### config.mk
export PLATFORM = sky130hd
export DESIGN_NAME = y86_instr_encoder
export DESIGN_NICKNAME = d
export VERILOG_FILES = /design/src/rtl/y86_pkg.sv /design/src/rtl/y86_instr_len.sv /design/src/rtl/y86_instr_encoder.sv
export SDC_FILE = /design/constraint.sdc
export NUM_CORES = 1
export LEC_CHECK = 0
export ABC_AREA = 1
export ABC_CLOCK_PERIOD_IN_PS = 5500
export CAP_MARGIN = 25
export CORE_MARGIN = 8
export CORE_UTILIZATION = 30
export DETAILED_ROUTE_END_ITERATION = 7
export PLACE_DENSITY = 0.5
export SLEW_MARGIN = 20
export SYNTH_ARGS = -nofsm -noshare
export SYNTH_HDL_FRONTEND = slang
export SYNTH_SLANG_ARGS = --single-unit
### constraint.sdc
create_clock -name clk -period 5.5 [get_ports clk]
set_input_delay 1.65 -clock clk [delete_from_list [all_inputs] [get_ports clk]]
set_output_delay 1.65 -clock clk [all_outputs]
set_load 0.005 [all_outputs]
### src/rtl/y86_pkg.sv
// Shared Y86-64 definitions: icodes, register IDs, memory size
// and the instruction length decode used by fetch and encoder.
package y86_pkg;

  localparam int MEM_BYTES = 1024;
  localparam int AW        = $clog2(MEM_BYTES);

  localparam logic [3:0] I_HALT   = 4'h0;
  localparam logic [3:0] I_NOP    = 4'h1;
  localparam logic [3:0] I_CMOVXX = 4'h2;
  localparam logic [3:0] I_IRMOVQ = 4'h3;
  localparam logic [3:0] I_RMMOVQ = 4'h4;
  localparam logic [3:0] I_MRMOVQ = 4'h5;
  localparam logic [3:0] I_OPQ    = 4'h6;
  localparam logic [3:0] I_JXX    = 4'h7;
  localparam logic [3:0] I_CALL   = 4'h8;
  localparam logic [3:0] I_RET    = 4'h9;
  localparam logic [3:0] I_PUSHQ  = 4'hA;
  localparam logic [3:0] I_POPQ   = 4'hB;

  localparam logic [3:0] R_NONE = 4'hF;

  typedef enum logic {
    S_IDLE,
    S_EMIT
  } enc_state_e;

  // Returns {valid, len}; len is 0 for unknown icodes.
  function automatic logic [4:0] instr_len(input logic [3:0] icode);
    logic [4:0] r;
    case (icode)
      I_HALT, I_NOP, I_RET:                 r = {1'b1, 4'd1};
      I_CMOVXX, I_OPQ, I_PUSHQ, I_POPQ:     r = {1'b1, 4'd2};
      I_JXX, I_CALL:                        r = {1'b1, 4'd9};
      I_IRMOVQ, I_RMMOVQ, I_MRMOVQ:         r = {1'b1, 4'd10};
      default:                              r = 5'd0;
    endcase
    return r;
  endfunction

endpackage

### src/rtl/y86_instr_len.sv
// Combinational icode -> {valid, length} lookup.
// Thin wrapper so the decode is a visible block in the hierarchy.
module y86_instr_len
  import y86_pkg::*;
(
  input  logic [3:0] icode_i,
  output logic       valid_o,
  output logic [3:0] len_o
);

  // Table lookup shared with the fetch stage
  always_comb begin
    {valid_o, len_o} = instr_len(icode_i);
  end

endmodule

### src/rtl/y86_instr_encoder.sv
// Serialising Y86-64 instruction encoder: one instruction in,
// its bytes out one per cycle with instruction-memory addresses.
module y86_instr_encoder
  import y86_pkg::*;
(
  input  logic          clk,
  input  logic          reset,
  input  logic          addr_load,
  input  logic [AW-1:0] addr_base,
  input  logic          in_valid,
  output logic          in_ready,
  input  logic [3:0]    in_icode,
  input  logic [3:0]    in_ifun,
  input  logic [3:0]    in_rA,
  input  logic [3:0]    in_rB,
  input  logic [63:0]   in_valC,
  output logic          out_valid,
  input  logic          out_ready,
  output logic [AW-1:0] out_addr,
  output logic [7:0]    out_byte,
  output logic          out_last,
  output logic [AW-1:0] wr_ptr,
  output logic          err_invalid,
  output logic          err_range
);

  enc_state_e    state_q, state_d;
  logic [79:0]   img_q, img_d;
  logic [3:0]    len_q, len_d;
  logic [3:0]    cnt_q, cnt_d;
  logic [AW-1:0] ptr_q, ptr_d;
  logic          einv_q, einv_d;
  logic          erng_q, erng_d;

  logic          len_vld;
  logic [3:0]    len;
  logic [79:0]   image;
  logic [AW:0]   end_sum;
  logic          emit;
  logic          last;

  y86_instr_len u_len (
    .icode_i (in_icode),
    .valid_o (len_vld),
    .len_o   (len)
  );

  // Left-aligned byte image; fields absent from the format are dropped
  always_comb begin
    image = {in_icode, in_ifun, 72'h0};
    case (len)
      4'd2:    image = {in_icode, in_ifun, in_rA, in_rB, 64'h0};
      4'd9:    image = {in_icode, in_ifun, in_valC, 8'h0};
      4'd10:   image = {in_icode, in_ifun, in_rA, in_rB, in_valC};
      default: image = {in_icode, in_ifun, 72'h0};
    endcase
  end

  assign end_sum = (AW+1)'(ptr_q) + (AW+1)'(len);
  assign emit    = (state_q == S_EMIT);
  assign last    = emit && (cnt_q == len_q - 4'd1);

  assign in_ready    = !reset && (state_q == S_IDLE) && !addr_load;
  assign out_valid   = emit;
  assign out_byte    = emit ? img_q[79:72] : 8'h00;
  assign out_addr    = emit ? ptr_q : '0;
  assign out_last    = last;
  assign wr_ptr      = ptr_q;
  assign err_invalid = einv_q;
  assign err_range   = erng_q;

  // Next-state: accept/reject in IDLE, shift bytes out in EMIT
  always_comb begin
    state_d = state_q;
    img_d   = img_q;
    len_d   = len_q;
    cnt_d   = cnt_q;
    ptr_d   = ptr_q;
    einv_d  = einv_q;
    erng_d  = erng_q;
    case (state_q)
      S_IDLE: begin
        if (addr_load) begin
          ptr_d = addr_base;
        end else if (in_valid) begin
          if (!len_vld) begin
            einv_d = 1'b1;
          end else if (end_sum > (AW+1)'(MEM_BYTES)) begin
            erng_d = 1'b1;
          end else begin
            img_d   = image;
            len_d   = len;
            cnt_d   = 4'd0;
            state_d = S_EMIT;
          end
        end
      end
      S_EMIT: begin
        if (out_ready) begin
          img_d = {img_q[71:0], 8'h00};
          ptr_d = ptr_q + AW'(1);
          cnt_d = cnt_q + 4'd1;
          if (last) state_d = S_IDLE;
        end
      end
      default: state_d = S_IDLE;
    endcase
  end

  // State register with synchronous reset
  always_ff @(posedge clk) begin
    if (reset) begin
      state_q <= S_IDLE;
      img_q   <= '0;
      len_q   <= '0;
      cnt_q   <= '0;
      ptr_q   <= '0;
      einv_q  <= 1'b0;
      erng_q  <= 1'b0;
    end else begin
      state_q <= state_d;
      img_q   <= img_d;
      len_q   <= len_d;
      cnt_q   <= cnt_d;
      ptr_q   <= ptr_d;
      einv_q  <= einv_d;
      erng_q  <= erng_d;
    end
  end

endmodule
# [After elaboration in Yosys (flattened, before gate mapping)]
# Memory sizes are Yosys's and may differ from the RTL's.
# Index checks and enable logic that the tools add are counted.
[op_classes] addsub=4 order_cmp=1 n_eq_ne=10 muxes=25 bitwise_logic=4 n_reduce_logical=10
[ops] operator="two-way mux 80 bit" n=5
[ops] operator="one-hot mux 72 bit (3 select lines)" n=1
[ops] operator="one-hot mux 80 bit (2 select lines)" n=1
[ops] operator="two-way mux 10 bit" n=3
[ops] operator="two-way mux 4 bit" n=5
[ops] operator="one-hot mux 10 bit (2 select lines)" n=1
[ops] operator="AND reduction 5 bit" n=3
[ops] operator="inequality test 2 bit, second input constant" n=6
[ops] operator="adder 10 x 4 -> 11 bit" n=1
[ops] operator="> comparator 11 bit, second input constant" n=1
[ops] operator="adder 10 x 1 -> 10 bit, second input constant" n=1
[ops] operator="equality test 4 bit, second input constant" n=2
[ops] operator="two-way mux 8 bit" n=1
[ops] operator="one-hot mux 4 bit (2 select lines)" n=1
[ops] operator="two-way mux 1 bit" n=6
[ops] operator="adder 4 x 1 -> 4 bit, second input constant" n=1
[ops] operator="equality test 4 x 2 -> 1 bit, second input constant" n=1
[ops] operator="equality test 4 bit" n=1
[ops] operator="inverter 1 bit" n=4
[ops] operator="AND reduction 4 bit" n=1
[ops] operator="subtractor 4 x 1 -> 4 bit, second input constant" n=1
[ops] operator="logical AND 1 bit" n=3
[ops] operator="logical NOT 1 bit" n=2
[ops] operator="one-hot mux 1 bit (2 select lines)" n=1
[ops] operator="AND reduction 2 bit" n=1
[totals] ff_bits=101 romBits=64 in_bits=95 out_inout_bits=33 elab_cells=62 mem_count=1
[memory_table] name="(no name shown)" depth=16 word_bits=4 rd=1 rd_ports_with_merged_regs=0 wr=0 line="y86_pkg.sv:31" source="case (icode)"

# [Depth between registers and ports, before layout]
# Gate-level depths: netlist (run 1).
# An unclocked memory read counts as a cell.
[depth] ltp_word=8 ltp_mapped=21

# [By module]
# From an unflattened synthesis (run 1), not the netlist that was laid out.
[unflattened] hier_cells=1138 area_unflattened_um2=7071.8
[by_module_without_submodules] mod="y86_instr_encoder" n_inst=1 cells_each=1120 area_each_um2=6994.2
[by_module_without_submodules] mod="y86_instr_len" n_inst=1 cells_each=18 area_each_um2=77.6

# [Least setup slack after synthesis (run 1)]
# Ideal clock, no wire load.
[synth_path] kind="input -> register" startpoint="input port in_icode[1]" endpoint="register img_q[50]" setup_time_ps=115 arrival_time_ps=4024 slack_ps=1361 stages=20 path_cell_list="inv_1 -> nand2_2 -> o21ai_1 -> buf_2 -> inv_1 -> a21oi_2 -> ha_1 -> fa_1 -> inv_1 -> nand2_1 -> nor2_1 -> nand3_1 -> nor2_1 -> nand2_1 -> nand2_1 -> nand2_4 -> buf_8 -> buf_6 -> a21oi_1 -> nor2_1"
[synth_via] elab_chain_cells=8 word_cells_on_any_way=15 classes_between="1 x add/sub; 1 x order compare; 5 x eq/ne; 6 x mux; 1 x reduce/logical; 1 x memory"
[synth_rtl] element="start, declared" line="y86_instr_encoder.sv:12" source="input logic [3:0] in_icode,"
[synth_rtl] element="memory read (16 x 4 bit) (*)"
[synth_rtl] element="net len[0]" line="y86_instr_encoder.sv:36" source="logic [3:0] len;"
[synth_rtl] element="parallel branches: the longest is 7 deep, another holds adder 10 x 4 -> 11 bit"
[synth_rtl] element="end signal, assigned" line="y86_instr_encoder.sv:122" source="img_q <= img_d;"
[synth_rtl] element="end, declared" line="y86_instr_encoder.sv:28" source="logic [79:0] img_q, img_d;"
# Mark *: on every way through the listed nets, which the timed path passes. The select of a mux whose other input is x is not followed.
# A chain may end at the register's enable or synchronous reset.

# [Worst setup path after layout (run 1)]
[layout_path] startpoint="input port reset" endpoint="output port in_ready"
[layout_via] elab_chain_cells=3
[layout_rtl] element="start, declared" line="y86_instr_encoder.sv:7" source="input logic reset,"
[layout_rtl] element="logical NOT 1 bit" line="y86_instr_encoder.sv:63" source="assign in_ready = !reset && (state_q == S_IDLE) && !addr_load;"
[layout_rtl] element="logical AND 1 bit (2 in series)" line="y86_instr_encoder.sv:63"
[layout_rtl] element="end, declared" line="y86_instr_encoder.sv:11" source="output logic in_ready,"
# Every way passes these cells.

==> results of run 1 <==
[registers in the layout, indices dropped and copies added (netlist names)]
register     cells
out_valid        1
err_invalid      1
err_range        1
wr_ptr          10
len_q            3
cnt_q            4
img_q           80
[cells by family after synthesis]
family | after synthesis | share of synthesized area [%]
DFF | 100 | 29.5
adders and majority gates | 7 | 1.40
xor gates and xnor gates | 7 | 0.903
and+or+nand+nor | 735 | 48.8
AOI/OAI and AO/OA | 121 | 9.49
buffers and inverters | 148 | 9.92
[tightest hold or removal path, cell delays in order (launching register included)]
cell	delay, ps
dfxtp_1	310
nand2_1	60
nand2_1	40
[cell usage after synthesis (2+ instances only)]
cell type	count
a21boi_0	6
a21oi_1	90
a31oi_1	3
buf_1	5
buf_2	22
buf_4	5
buf_6	8
clkbuf_1	51
clkinv_1	2
dfxtp_1	100
ha_1	6
inv_1	51
inv_2	3
nand2_1	407
nand2_2	3
nand2_4	2
nand3_1	93
nand3_2	2
nand3b_1	52
nand4_1	64
nor2_1	99
nor3_1	7
o211ai_1	3
o21ai_0	14
xnor2_1	5
xor2_1	2
[layout make-up]
type / instances / area (sq um)
inverters: 56 / 210
fillers: 2513 / 14000
flip-flops and latches: 100 / 2010
clock buffers: 11 / 253
well taps: 285 / 357
repair buffers: 145 / 1430
clock inverters: 5 / 58.8
multi-input cells: 870 / 4140
[through the flow]
| step | total power, W | setup WS, ps | instances | utilization, % |
|---|---|---|---|---|
| 2_1_floorplan | 0.00116 | 1360 | 1118 | - |
| 3_3_place_gp | 0.00135 | 751 | 1456 | 36.3 |
| 3_5_place_dp | 0.00136 | 663 | 1456 | 36.3 |
| 4_1_cts | 0.00205 | 960 | 1472 | 37.7 |
| 5_1_grt | 0.00215 | 740 | 1472 | 37.7 |
| 6_report | 0.00203 | 964 | 1472 | 37.7 |
[cell usage in the layout, fill, tap and decap left out, types with 5 or more instances in the layout]
cell type	synthesis	layout
a21boi_0	6	6
a21oi_1	90	90
buf_4	5	16
clkbuf_16	0	9
clkdlybuf4s50_1	0	127
dfxtp_1	100	99
ha_1	6	6
inv_1	51	50
nand2_1	407	405
nand3_1	93	93
nand3b_1	52	52
nand4_1	64	64
nor2_1	99	98
nor3_1	7	7
o21ai_0	14	14
xnor2_1	5	5
[power by group through the flow]
stage / registers [W] / clock network, W / logic (W)
2_1_floorplan: 0.000822 / 0 / 0.000338
3_3_place_gp: 0.000842 / 0 / 0.000512
3_5_place_dp: 0.000842 / 0 / 0.000514
4_1_cts: 0.000825 / 0.000705 / 0.000516
5_1_grt: 0.000834 / 0.000739 / 0.000576
6_report: 0.000825 / 0.000691 / 0.000514
[metal layers]
layer | vias to the layer above | wire, um | global-route usage, %
met4 | 0 | 232 | 3.80
met5 | - | 0 | 0
li1 | 3792 | - | -
met1 | 3487 | 12000 | 23.8
met3 | 17 | 1520 | 3.95
met2 | 212 | 10600 | 26.9
[final timing paths]
check | endpoint | depth (start not counted) | slack (ps) | from
setup / recovery | in_ready | 5 | 960 | reset
hold / removal | img_q[71] | 2 | 450 | img_q[71]
setup reg to reg | img_q[1] | 9 | 2460 | out_valid
hold reg to reg | img_q[71] | 2 | 450 | img_q[71]
==> run summary, run 1 <==
Syn Inst Count - 1118
Placed Instance Area - 8150 sq um
Hold Path Class - flip-flop to flip-flop
H-tree depth - 3
drt first-iter violations - 485
Setup crit end kind - output pin
Core Box Area - 22400 sq um
total grt overflow - 0
Hold Buf Count CTS - 0
Overall Global Routing Usage - 17.2%
DP HPWL - 16.1 mm
ANT nets after route - 0
Syn-to-layout area delta - 24.6%
YS warnings - 0
final setup TNS - 0 ps
# setup viols final - 0
Worst setup SP type - primary input
Worst Setup Path Type - primary input to output pin
drt total wl - 24.3 mm
Root Buffer - clkbuf_16
pins over their slew limit - 0
Psw - 0.000658 W
# Post-CTS Setup Buffers - 0
antenna violations before repair - 0
measured slew at the worst slew-check pin - 940 ps
sequential fraction of the synthesis area - 29.5%
Max Fanout on Critical Path - 2
distinct cell type count after synthesis - 39
DIE HEIGHT - 166 um
ANT cells - 0
Nets - 1284
DRC viols - 0
CTS max path bufs - 2
crit path max-delay cell type - clkdlybuf4s50_1
area leader, netlist - dfxtp_1
row cnt - 55
max_cap viols - 0
layout cells sized above 1 - 4.63%
sw frac - 32.4%
Max rail drop VDD - 132 uV
ys async rst share - 0%
pwr dens - 240 nW/um^2
clock share of power - 34.0%
Hold Vio Cnt, Final - 0
Synth Net Count - 1220
number of global-route vias before repair - 7168
Max Freq - 0.220 GHz
part of the power in registers - 40.7%
minimum clock period - 4540 ps
Die X - 166 um
post-synth top area share - 29.5%
Worst slew margin - 36.9%
crit-path cells - clkdlybuf4s50_1, nor2_1, inv_1, nor2_1, clkdlybuf4s50_1
clock-pin transition on the worst setup and hold timing paths - 70 ps
CTS tree - built
CP Buf/Inv Count - 3
Hold Slack - 448 ps
IO Pins - 128
#FFs+latches synth - 100
Die Footprint - 27700 sq um
largest cells by area after synthesis - dfxtp_1, nand2_1, nand3_1, a21oi_1, nand4_1
required time worst endpoint - 3850 ps
crit path DAT - 2890 ps
Fin Clk Skew - 6.33 ps
leakage - 4.06 nW
CTS Buf Count - 9
vias per inst - 5.10
vias after detailed routing - 7508
global-route wire length before repair - 39.6 mm
largest net degree at the start of global routing - 76
post-CTS sizing - 0
largest delay contributor family on the critical path - buffers and inverters
Syn Area/Cell - 6.07 sq um
Cell Area, Synth - 6790 sq um
fin crit share - 82.5%
main flop type after synthesis - dfxtp_1
Int Pwr - 0.00137 W
Post-synth EDFFs - 0
Final GP Congestion - 0.775
DR pass1 iterations - 6
Largest stage delay, worst path - 520 ps
status - completed
WL per Instance - 16.5 um
RSZ-0062 raised after global routing - false
cell area after layout - 8460 sq um
CTS sink cnt - 100
Worst-Skew Late Latency - 360 ps
combinational power share - 25.3%
IO Port Bufs - 127
starting density of the core - 30.3%
Power figures use the tool's default switching activity.
==> run 2: changes to the inputs <==
--- a/config.mk
+++ b/config.mk
@@ -6,12 +6,12 @@
 export NUM_CORES = 1
 export LEC_CHECK = 0
 export ABC_AREA = 1
-export ABC_CLOCK_PERIOD_IN_PS = 5500
+export ABC_CLOCK_PERIOD_IN_PS = 3600
 export CAP_MARGIN = 25
 export CORE_MARGIN = 8
 export CORE_UTILIZATION = 30
 export DETAILED_ROUTE_END_ITERATION = 7
-export PLACE_DENSITY = 0.5
+export PLACE_DENSITY = 0.52
 export SLEW_MARGIN = 20
 export SYNTH_ARGS = -nofsm -noshare
 export SYNTH_HDL_FRONTEND = slang
==> constraint.sdc (replaced) <==
create_clock -name clk -period 3.6 [get_ports clk]
set_input_delay 1.08 -clock clk [delete_from_list [all_inputs] [get_ports clk]]
set_output_delay 1.08 -clock clk [all_outputs]
set_load 0.005 [all_outputs]
==> run 2 against run 1 <==
Net effect:
- sequential share of layout area decreased by 1.0 points
- largest cell class unchanged
- die area stayed put
- count of clock-buffer cells in the layout shrank 1
- cell count grew 1.6%
- non-clock buffer count rose by 22
- via count up 0.15%
- core utilization is 1.7 points higher
- total power grew 53%
==> run summary, run 2 (synthesis results as in run 1) <==
Hold Buf Count CTS - 0 (unchanged)
vias per inst - 5.03 (-1.5%)
HP Start - img_q[65]
# setup viols final - 0 (unchanged)
RSZ-0062 raised after global routing - false
drt first-iter violations - 561 (+16%)
layout cells sized above 1 - 6.85% (+2.2 points)
final worst slack - 201 ps (-763 ps)
Die Footprint - 27700 sq um (unchanged)
Syn-to-layout area delta - 30.1%
Max Freq - 0.294 GHz
Worst Setup Path Type - primary input to flip-flop
status - completed
DRC viols - 0 (unchanged)
number of global-route vias before repair - 7012 (-2.2%)
ANT cells - 0 (unchanged)
ANT nets after route - 0 (unchanged)
DR pass1 iterations - 5 (-1)
Worst slew margin - 40.7% (+3.8 points)
antenna violations before repair - 0 (unchanged)
Worst setup SP type - primary input
IO Pins - 128 (unchanged)
cell area after layout - 8830 sq um (+4.4%)
H-tree depth - 3 (unchanged)
Place WS - -295 ps (-958 ps)
Max rail drop VDD - 193 uV (+46%)
total grt overflow - 0 (unchanged)
fin crit share - 94.4%
IO Port Bufs - 127 (unchanged)
placed insts - 1472 (+1.1%)
DP HPWL - 15.5 mm (-3.4%)
drt total wl - 24.9 mm (+2.1%)
WL per Instance - 16.6 um (+0.45%)
total power - 0.00311 W (+53%)
Largest register FFs - 80 (unchanged)
Core Box Area - 22400 sq um (unchanged)
CTS Buf Count - 9 (unchanged)
measured slew at the worst slew-check pin - 890 ps (-49.9 ps)
Max Fanout on Critical Path - 9 (+7)
Overall Global Routing Usage - 16.8% (-0.44 points)
Placed Instance Area - 8330 sq um (+2.2%)
commonest non-fill, non-tap cells in the layout - nand2_1, clkdlybuf4s50_1, dfxtp_1
minimum clock period - 3400 ps
most common cell after layout, fill and taps aside - nand2_1
Hold Vio Cnt, Final - 0 (unchanged)
Setup crit end kind - flip-flop
Nets - 1308 (+1.9%)
CTS max path bufs - 2 (unchanged)
leakage - 4.27 nW (+5.3%)
count of non-filler cells in the finished layout - 1496 (+1.6%)
Worst-Skew Late Latency - 360 ps (about the same)
global-route wire length before repair - 38.8 mm (-2.1%)
row cnt - 55 (unchanged)
vias after detailed routing - 7519 (+0.15%)
pwr dens - 352 nW/um^2 (+47%)
Final GP Congestion - 0.789 (+1.7%)
CP Launch Point - in_icode[3]
Hold Path Class - flip-flop to flip-flop
pins over their slew limit - 0 (unchanged)
CTS tree - built
starting density of the core - 30.3% (unchanged)
Fin Clk Skew - 7.44 ps (+1.11 ps)
crit path DAT - 3710 ps (+820 ps)
CTS sink cnt - 100 (unchanged)
max_cap viols - 0 (unchanged)
clock-pin transition on the worst setup and hold timing paths - 70 ps (about the same)
final setup TNS - 0 ps (unchanged)
Root Buffer - clkbuf_16
Die X - 166 um (unchanged)
DIE HEIGHT - 166 um (unchanged)
largest net degree at the start of global routing - 127 (+67%)
Most flops, register - img_q
reg-to-reg startpoint - out_valid
required time worst endpoint - 3910 ps (+60 ps)
==> run 2: changes by cell type in the layout (fill, tap and decap cells not counted), moves of 2 or more <==
cell             delta
buf_4              +12
nand2_1             -3
clkbuf_16           +5
clkdlybuf4s50_1     -3
buf_12              +4
clkbuf_8            -2
clkinv_4            +2
nand2_8             +2
dlymetal6s2s_1      +3
==> run 2: layout make-up <==
class                   instances  area [sq um]
well taps                     285           357
clock inverters                 6          65.1
repair buffers                167          1760
clock buffers                  10           229
flip-flops and latches        100          2010
inverters                      56           210
multi-input cells             872          4200
fillers                      2497         13600
==> run 2: worst max-delay path, stage by stage <==
cell             delay [ps]
clkdlybuf4s50_1         590
nand2_1                 120
nand2_1                 140
nor2_4                   60
buf_4                   140
ha_1                    260
nand3_1                 110
nand2_1                 100
nand2_1                  50
nand2_1                  50
nor2_1                   40
nand2_1                 110
nand2_4                 100
nand2_8                 170
nand2_8                 110
nor2_4                  290
nand2_1                  90
nand2_1                  60
==> run 2: metrics by stage <==
| stage | utilization [%] | hold WS [ps] |
|---|---|---|
| after floorplan | - | 419 |
| after global placement | 37.1 | 429 |
| after detailed placement | 37.1 | 435 |
| after CTS | 38.4 | 453 |
| after global routing | 39.4 | 461 |
| final | 39.4 | 449 |
==> run 2: routing by layer <==
| layer | part of all wire [%] | routed length [um] | global-route usage (%) |
|---|---|---|---|
| met5 | 0 | 0 | 0 |
| met3 | 5.6 | 1400 | 3.66 |
| met2 | 45 | 11100 | 26.8 |
| met1 | 49 | 12100 | 23.2 |
| met4 | 0.95 | 235 | 2.70 |
==> run 2: repair_timing <==
action / 4_1_cts / 5_1_grt
hold endpoints to repair: 0 / 0
buffers inserted: 0 / 1
endpoints found under the setup margin: 0 / 87
resized for setup: 0 / 13
==> run 2: path summary, 6_finish.rpt <==
path               endpoint  slack [ps]  cells past startpoint
setup / recovery   img_q[3]         200                     18
hold / removal    img_q[65]         450                      2
setup reg to reg  img_q[30]         830                      8
hold reg to reg   img_q[65]         450                      2
==> run 2: report_power, final <==
group,internal (W),switching [W]
clock network,0.000540,0.000466
logic,0.000365,0.000484
registers,0.00119,0.0000620
total,0.00210,0.00101
==> run 3: changes to the inputs <==
--- a/config.mk
+++ b/config.mk
@@ -8,7 +8,6 @@
 export ABC_AREA = 1
 export ABC_CLOCK_PERIOD_IN_PS = 3600
 export CAP_MARGIN = 25
-export CORE_MARGIN = 8
 export CORE_UTILIZATION = 30
 export DETAILED_ROUTE_END_ITERATION = 7
 export PLACE_DENSITY = 0.52
==> run 3 against run 2 <==
Net effect:
- the flow now finishes with violations (DRC)
- clock power about the same
- die area fell by 16%
- sequential share of layout area is essentially flat
==> run summary, run 3 (synthesis results as in run 1) <==
status - finished with violations
violated checks - DRC
Hold Path End - img_q[6]
Syn-to-layout area delta - 30.2% (about the same)
Filler Cells Inserted - 2427 (-2.8%)
Max Fanout on Critical Path - 2 (-7)
leakage - 4.29 nW (+0.43%)
number of global-route vias before repair - 7061 (+0.70%)
starting density of the core - 30.8% (+0.56 points)
pins over their slew limit - 0 (unchanged)
reg2reg setup slack - 830 ps (about the same)
global-route wire length before repair - 37.6 mm (-2.8%)
Worst setup SP type - primary input
Setup crit end kind - output pin
Worst Setup Path Type - primary input to output pin
reg2reg end - cnt_q[3]
Largest register FFs - 80 (unchanged)
DRC viols - 13 (+13)
Hold Slack - 447 ps (-2.02 ps)
DIE HEIGHT - 152 um (-8.4%)
Worst slew margin - 41.3% (+0.67 points)
placed insts - 1472 (unchanged)
Seq. cell area - 2010 sq um (unchanged)
minimum clock period - 3420 ps (+18.3 ps)
measured slew at the worst slew-check pin - 880 ps (-10.1 ps)
total grt overflow - 0 (unchanged)
Die Footprint - 23200 sq um (-16%)
CTS tree - built
Hold Path Class - flip-flop to flip-flop
max_cap viols - 0 (unchanged)
DP HPWL - 14.8 mm (-4.4%)
HP Start - img_q[6]
pwr dens - 349 nW/um^2 (-0.77%)
commonest non-fill, non-tap cells in the layout - nand2_1, clkdlybuf4s50_1, dfxtp_1
clock-pin transition on the worst setup and hold timing paths - 70 ps (about the same)
CTS max path bufs - 2 (unchanged)
Max rail drop VDD - 176 uV (-8.6%)
Fin Clk Skew - 6.78 ps (-0.654 ps)
vias after detailed routing - 7537 (+0.24%)
Most flops, register - img_q
row cnt - 54 (-1.8%)
footprint of the multi-input gates - 4190 sq um (-0.21%)
WHS Path Cells - 2 (unchanged)
# setup viols final - 0 (unchanged)
H-tree depth - 3 (unchanged)
total power - 0.00309 W (-0.72%)
DR pass1 iterations - 7 (+2)
Nets - 1311 (+0.23%)
IO Pins - 128 (unchanged)
antenna violations before repair - 0 (unchanged)
crit path DAT - 2340 ps (-1370 ps)
Placed Instance Area - 8360 sq um (+0.38%)
ANT nets after route - 0 (unchanged)
vias per inst - 5.04 (+0.37%)
RSZ-0062 raised after global routing - false
largest net degree at the start of global routing - 127 (unchanged)
Final GP Congestion - 0.795 (+0.76%)
count of non-filler cells in the finished layout - 1494 (-0.13%)
drt first-iter violations - 623 (+11%)
layout cells sized above 1 - 7.08% (+0.23 points)
Overall Global Routing Usage - 19.9% (+3.1 points)
fin crit share - 94.9% (+0.51 points)
Root Buffer - clkbuf_16
required time worst endpoint - 2520 ps (-1390 ps)
Die X - 152 um (-8.4%)
CTS Buf Count - 9 (unchanged)
WL per Instance - 15.9 um (-4.5%)
Core Box Area - 22000 sq um (-1.8%)
R2R depth - 9 (+1)
Hold Vio Cnt, Final - 0 (unchanged)
Max Freq - 0.293 GHz (-0.54%)
drt total wl - 23.7 mm (-4.6%)
cell area after layout - 8840 sq um (about the same)
CTS sink cnt - 100 (unchanged)
Worst-Skew Late Latency - 360 ps (about the same)
ANT cells - 0 (unchanged)
most common cell after layout, fill and taps aside - nand2_1
reg-to-reg startpoint - out_valid
IO Port Bufs - 127 (unchanged)
## run 3: cell types whose count changed in the layout (fill, tap and decap cells not counted), moves of 2 or more
cell and change:
clkbuf_8 +3, clkinv_4 -2, buf_4 +2, clkbuf_16 -2
buf_6 +2
## run 3: repair_timing
item | 4_1_cts | 5_1_grt
hold buffers | 0 | 0
endpoints found under the hold margin | 0 | 0
gates resized for setup | 0 | 18
endpoints found under the setup margin | 0 | 87
setup buffers | 0 | 1
## run 3: metrics by stage
stage          setup WS [ps]  setup TNS, ps  util (%)
3_3_place_gp            -263         -17820      38.0
2_1_floorplan           30.8              0         -
4_1_cts                 72.9              0      39.3
6_report                 183              0      40.1
3_5_place_dp            -292         -20740      38.0
5_1_grt                 43.6              0      40.1
## run 3: layout make-up
type	instances	share of cell area, %
multi-input combinational	871	47.5
sequential	100	22.7
timing repair buffer	171	20.2
tap	280	3.96
clock buffer	12	3.02
inverter	56	2.38
clock inverter	4	0.255
## run 3: metal layers
| metal | routed length [um] | part of all wire (%) | up-vias | global-route usage [%] |
|---|---|---|---|---|
| li1 | - | - | 3843 | - |
| met1 | 11500 | 49 | 3481 | 27.3 |
| met2 | 10800 | 46 | 194 | 33.2 |
| met3 | 1020 | 4.3 | 19 | 2.28 |
| met4 | 326 | 1.4 | 0 | 5.44 |
| met5 | 0 | 0 | - | 0 |
## run 3: worst max-delay path by stage
stage,slack [ps],cells past startpoint,end,start
final,180,5,in_ready,reset
after global routing,40,21,cnt_q[1],in_icode[2]
after CTS,70,17,img_q[21],in_icode[1]
after detailed placement,-290,17,img_q[21],in_icode[1]
after global placement,-260,17,img_q[21],in_icode[0]
after floorplan,30,20,img_q[50],in_icode[1]
## run 3: report_power, final
group	total [W]	switching, W	internal, W
Combinational	0.000845	0.000480	0.000365
Clock	0.000986	0.000462	0.000524
Sequential	0.00125	0.0000637	0.00119
Total	0.00309	0.00101	0.00208
## run 3: critical path, cell delays in order
cell,delay (ps)
clkdlybuf4s50_1,430
nor2_1,100
inv_1,110
nor2_1,110
clkdlybuf4s50_1,500
